`config.mk`:
```
export PLATFORM = sky130hd
export DESIGN_NAME = rtype_sequencer
export DESIGN_NICKNAME = d
export VERILOG_FILES = /design/src/rtl/rtype_sequencer_pkg.sv /design/src/rtl/rtype_decoder.sv /design/src/rtl/rtype_sequencer.sv
export SDC_FILE = /design/constraint.sdc
export NUM_CORES = 1
export LEC_CHECK = 0
export ABC_AREA = 1
export CELL_PAD_IN_SITES_DETAIL_PLACEMENT = 0
export CELL_PAD_IN_SITES_GLOBAL_PLACEMENT = 1
export CORE_AREA = 8 8 100 102
export DETAILED_ROUTE_END_ITERATION = 16
export DIE_AREA = 0 0 108 110
export PLACE_DENSITY_LB_ADDON = 0.1
export SYNTH_ARGS = -nofsm -noshare
export SYNTH_HDL_FRONTEND = slang
export SYNTH_SLANG_ARGS = --single-unit
```
`constraint.sdc`:
```
create_clock -name clock -period 5 [get_ports clock]
set_clock_uncertainty 0.15 [all_clocks]
set_input_delay 1.5 -clock clock [delete_from_list [all_inputs] [get_ports clock]]
set_output_delay 1.5 -clock clock [all_outputs]
set_load 0.02 [all_outputs]
```
`src/rtl/rtype_sequencer_pkg.sv`:
```
// Shared constants for the R-type sequencer: opcode/funct fields, ALU select
// codes and the sequencer state encoding.
package rtype_sequencer_pkg;

    localparam logic [6:0] OPCODE_RTYPE = 7'b0110011;

    localparam logic [6:0] F7_BASE = 7'b0000000;
    localparam logic [6:0] F7_ALT  = 7'b0100000;

    localparam logic [2:0] F3_ADD_SUB = 3'b000;
    localparam logic [2:0] F3_SLL     = 3'b001;
    localparam logic [2:0] F3_SLT     = 3'b010;
    localparam logic [2:0] F3_SLTU    = 3'b011;
    localparam logic [2:0] F3_XOR     = 3'b100;
    localparam logic [2:0] F3_SRL_SRA = 3'b101;
    localparam logic [2:0] F3_OR      = 3'b110;
    localparam logic [2:0] F3_AND     = 3'b111;

    localparam logic [3:0] ALU_AND  = 4'b0000;
    localparam logic [3:0] ALU_OR   = 4'b0001;
    localparam logic [3:0] ALU_ADD  = 4'b0010;
    localparam logic [3:0] ALU_XOR  = 4'b0011;
    localparam logic [3:0] ALU_SLL  = 4'b0100;
    localparam logic [3:0] ALU_SRL  = 4'b0101;
    localparam logic [3:0] ALU_SUB  = 4'b0110;
    localparam logic [3:0] ALU_SRA  = 4'b0111;
    localparam logic [3:0] ALU_SLT  = 4'b1000;
    localparam logic [3:0] ALU_SLTU = 4'b1001;

    typedef enum logic [1:0] {
        S_IDLE  = 2'd0,
        S_READ  = 2'd1,
        S_WRITE = 2'd2,
        S_RESP  = 2'd3
    } state_t;

endpackage

```
`src/rtl/rtype_decoder.sv`:
```
// Combinational R-type decoder: maps an instruction word to an ALU select
// code and flags whether it is a supported R-type operation.
module rtype_decoder
    import rtype_sequencer_pkg::*;
(
    input  logic [31:0] instr,
    output logic [3:0]  alu_control,
    output logic        legal
);

    always_comb begin
        alu_control = 4'b0000;
        legal       = 1'b0;
        if (instr[6:0] == OPCODE_RTYPE) begin
            legal = 1'b1;
            case ({instr[31:25], instr[14:12]})
                {F7_BASE, F3_ADD_SUB}: alu_control = ALU_ADD;
                {F7_ALT,  F3_ADD_SUB}: alu_control = ALU_SUB;
                {F7_BASE, F3_AND}:     alu_control = ALU_AND;
                {F7_BASE, F3_OR}:      alu_control = ALU_OR;
                {F7_BASE, F3_XOR}:     alu_control = ALU_XOR;
                {F7_BASE, F3_SLL}:     alu_control = ALU_SLL;
                {F7_BASE, F3_SRL_SRA}: alu_control = ALU_SRL;
                {F7_ALT,  F3_SRL_SRA}: alu_control = ALU_SRA;
                {F7_BASE, F3_SLT}:     alu_control = ALU_SLT;
                {F7_BASE, F3_SLTU}:    alu_control = ALU_SLTU;
                default:               legal       = 1'b0;
            endcase
        end
    end

endmodule

```
`src/rtl/rtype_sequencer.sv`:
```
// Sequences one R-type instruction at a time through READ/WRITE/RESP,
// driving register-file selects and returning a completion response.
module rtype_sequencer
    import rtype_sequencer_pkg::*;
#(
    parameter int COUNT_W = 16
) (
    input  logic               clock,
    input  logic               reset,
    input  logic [31:0]        instr,
    input  logic               instr_valid,
    output logic               instr_ready,
    output logic [4:0]         read_reg_num1,
    output logic [4:0]         read_reg_num2,
    output logic [4:0]         write_reg,
    output logic [3:0]         alu_control,
    output logic               regwrite,
    input  logic               zero_flag,
    output logic               resp_valid,
    input  logic               resp_ready,
    output logic               resp_zero,
    output logic               resp_illegal,
    output logic [COUNT_W-1:0] instr_count
);

    state_t     state;
    logic       legal_q;
    logic [3:0] dec_alu;
    logic       dec_legal;

    rtype_decoder u_decoder (
        .instr       (instr),
        .alu_control (dec_alu),
        .legal       (dec_legal)
    );

    // The select outputs themselves hold the latched instruction fields, so
    // later changes on instr cannot disturb the in-flight operation.
    always_ff @(posedge clock) begin
        if (!reset) begin
            state         <= S_IDLE;
            instr_ready   <= 1'b1;
            legal_q       <= 1'b0;
            read_reg_num1 <= 5'd0;
            read_reg_num2 <= 5'd0;
            write_reg     <= 5'd0;
            alu_control   <= 4'd0;
            regwrite      <= 1'b0;
            resp_valid    <= 1'b0;
            resp_zero     <= 1'b0;
            resp_illegal  <= 1'b0;
            instr_count   <= '0;
        end else begin
            case (state)
                S_IDLE: begin
                    if (instr_valid) begin
                        state         <= S_READ;
                        instr_ready   <= 1'b0;
                        legal_q       <= dec_legal;
                        read_reg_num1 <= instr[19:15];
                        read_reg_num2 <= instr[24:20];
                        write_reg     <= instr[11:7];
                        alu_control   <= dec_alu;
                    end
                end
                S_READ: begin
                    if (legal_q) begin
                        state    <= S_WRITE;
                        regwrite <= (write_reg != 5'd0);
                    end else begin
                        state         <= S_RESP;
                        read_reg_num1 <= 5'd0;
                        read_reg_num2 <= 5'd0;
                        write_reg     <= 5'd0;
                        alu_control   <= 4'd0;
                        resp_valid    <= 1'b1;
                        resp_zero     <= 1'b0;
                        resp_illegal  <= 1'b1;
                    end
                end
                S_WRITE: begin
                    state         <= S_RESP;
                    regwrite      <= 1'b0;
                    read_reg_num1 <= 5'd0;
                    read_reg_num2 <= 5'd0;
                    write_reg     <= 5'd0;
                    alu_control   <= 4'd0;
                    resp_valid    <= 1'b1;
                    resp_zero     <= zero_flag;
                    resp_illegal  <= 1'b0;
                    instr_count   <= instr_count + COUNT_W'(1);
                end
                S_RESP: begin
                    if (resp_ready) begin
                        state       <= S_IDLE;
                        resp_valid  <= 1'b0;
                        instr_ready <= 1'b1;
                    end
                end
                default: state <= S_IDLE;
            endcase
        end
    end

endmodule

```
==> out/results.tsv <==
stage	metric	value	unit
status	status	complete, no violations	
routing	vias	1996	
synthesis	synth_edf_count	0	
min_path	min_from	read_reg_num2[0]	
timing	post-route-period-util	0.6205	
min_path	hp-class	register to register	
pwr	power.total	1.206	mW
timing	min_period	3.102	ns
synthesis	yosysWarningCount	0	
setup_path	r2r_slack	2.79	ns
min_path	holdPathStages	2	
setup_path	endpoint_kind	register	
timing	fmax	322.3	MHz
synthesis	syn_area_per_cell	7.152	um2
pwr	p_int	0.7408	mW
setup_path	reg2reg_depth	10	
synthesis	syn-num-nets	327	
pwr	p_switching	0.4648	mW
global_routing	gr-usage-met1	0.1105	
synthesis	postSynthCellCount	285	
cells_and_area	drive_gt1_frac	0.07418	
pwr	p_clk_frac	0.207	
timing	drv_slew	0	
timing	worstMarginPinSlew	0.5675	ns
setup_path	rr_startpoint	state[0]	
routing	via_per_inst	4.229	
routing	drcViolationCount	0	
setup_path	crit_start	instr_valid	
clocking	clk_pin_slew	0.09	ns
clocking	cts_tree	built	
cells_and_area	fillerInstances	903	
synthesis	synth-seq-cells	43	
floorplanning	core	0.008466	mm2
clocking	cts_buffer_depth	2	
pwr	ir_worst_vdd	0.1473	mV
global_routing	grt_pass1_vias	2059	
placed_design	io_buffer_count	76	
global_routing	grt_max_degree	29	
timing	setup_viol	0	
timing	slew_headroom	0.6211	
cells_and_area	syn_to_final_growth	47.39	%
floorplanning	rows	34	
placed_design	dp_slack	1.576	ns
clocking	clk_latency	0.29	ns
clocking	clock_tree.root_cell	clkbuf_8	
routing	drt_wl_total	5.960	mm
setup_path	crit_fanout	20	
job	drv_cap	0	
clocking	post_cts_buffers	0	
cells_and_area	largest-register	instr_count	
min_path	hold-path-endpoint	read_reg_num2[0]	
global_routing	grt_pass1_wl	9.632	mm
pwr	swShare	0.3855	
clocking	ctsHoldBuffers	0	
cells_and_area	nets	405	
cells_and_area	final_common_cell	clkdlybuf4s50_1	
global_routing	use_met2	0.1735	
synthesis	synth_ff_type	dfxtp_1	
synthesis	seq_area_frac_synth	0.4223	
clocking	cts_resized	0	
placed_design	dp_cells	464	
clocking	h-tree-depth	2	
pwr	seqPwrFrac	0.375	
floorplanning	io_pins	77	
routing	antenna_left	0	
synthesis	ys_types	31	
placed_design	gp_congestion	0.7656	
floorplanning	die_area	0.01188	mm2
timing	hold_viol	0	
pwr	p_comb_frac	0.417	
routing	wire_per_inst	12.63	um
global_routing	met3_usage	0.04826	
floorplanning	die_h	110	um
placed_design	hpwlAfterDp	4.636	mm
cells_and_area	antenna_cells	0	
timing	setup_tns	0	ns
clocking	numClockSinks	43	
routing	dr.pass1.iters	4	
cells_and_area	largest_reg_flops	16	
global_routing	grt-ovfl-total	0	
global_routing	gr-max-usage-layer	met2	
timing	holdWs	0.3204	ns
floorplanning	start_util	0.2408	
synthesis	synthArstFlopShare	0	
setup_path	start_kind	primary input	
global_routing	grt_usage	0.1019	
pwr	p_per_area	401.3	mW/mm2
timing	rsz0062_at_grt	false	
routing	dr.first_iter.drc_count	38	
setup_path	rr_endpoint	alu_control[2]	
timing	setup_ws	1.898	ns
global_routing	antenna_found_initial	0	
cells_and_area	final_cells	472	
clocking	numCtsBuffers	5	
synthesis	syn_area	0.002038	mm2
setup_path	worst-endpoint-arrival	3.17	ns
cells_and_area	mostFrequentLayoutCells	clkdlybuf4s50_1, nand2_1, dfxtp_1, inv_1, nor2_1	
floorplanning	die_w	108	um
pwr	leakage	1.190	nW
setup_path	required	5.07	ns
setup_path	crit_type	primary input to register	
## per-layer routing
metal,part of all wire,wire (um)
met4,0.0070,42
met5,0,0
met3,0.090,538
met2,0.47,2795
met1,0.43,2584
## layout make-up
cell class                      instances  area [um2]  share of cell area
Clock inverter                          1       7.507            0.002499
Sequential cell                        43       860.8              0.2865
Clock buffer                            7       96.34             0.03207
Timing Repair Buffer                   77       768.2              0.2557
Tap cell                              108       135.1             0.04498
Multi-Input combinational cell        199       997.2              0.3319
Inverter                               37       138.9             0.04623
## through the flow
| step | instance area [um2] | util |
|---|---|---|
| finish | 3004 | 0.3549 |
| global route | 3004 | 0.3549 |
| CTS | 3004 | 0.3549 |
| global placement | 2900 | 0.3426 |
| floorplan | 2038 | - |
| detailed placement | 2900 | 0.3426 |
## Yosys cell counts, types with 3 or more instances
| cell type | number | share of area |
|---|---|---|
| inv_2 | 3 | 0.0055 |
| a21oi_1 | 30 | 0.074 |
| ha_1 | 5 | 0.031 |
| nand2_1 | 70 | 0.13 |
| dfxtp_1 | 43 | 0.42 |
| a21oi_2 | 4 | 0.017 |
| o211ai_1 | 3 | 0.011 |
| inv_1 | 34 | 0.063 |
| o21ai_0 | 14 | 0.034 |
| nor2_1 | 33 | 0.061 |
| nand3_1 | 16 | 0.039 |
| xnor2_1 | 3 | 0.013 |
## critical path: stages
cell	delay (ns)
clkdlybuf4s50_1	0.50
nor2_2	0.07
nor3_4	0.15
inv_2	0.20
nor2_4	0.34
and2_4	0.24
nand2_1	0.07
a21oi_2	0.10
## cell families (layout without fill, tap and decap cells)
group                    Yosys count  in the layout  synth area share
buffers and inverters             43            122           0.08840
AO/OA/AOI/OAI                     55             55            0.1516
XOR/XNOR                           4              4           0.01719
flip-flops                        43             43            0.4223
AND/OR/NAND/NOR                  135            135            0.2898
adder cells (fa/ha/maj)            5              5           0.03069
## power groups by stage
stage | sequential [mW] | combinational (mW) | clock (mW)
6_report | 0.452 | 0.503 | 0.250
5_1_grt | 0.464 | 0.561 | 0.279
4_1_cts | 0.454 | 0.515 | 0.261
3_5_place_dp | 0.461 | 0.511 | 0
3_3_place_gp | 0.461 | 0.512 | 0
2_1_floorplan | 0.519 | 0.267 | 0
## worst max-delay path by stage
stage                                end  cells past startpoint
after global routing      alu_control[0]                      8
after floorplan           alu_control[0]                      5
after global placement    alu_control[0]                      8
final                     alu_control[2]                      8
after CTS                 alu_control[2]                      8
after detailed placement  alu_control[2]                      8
Note: power is estimated with default switching activity, not from simulation.
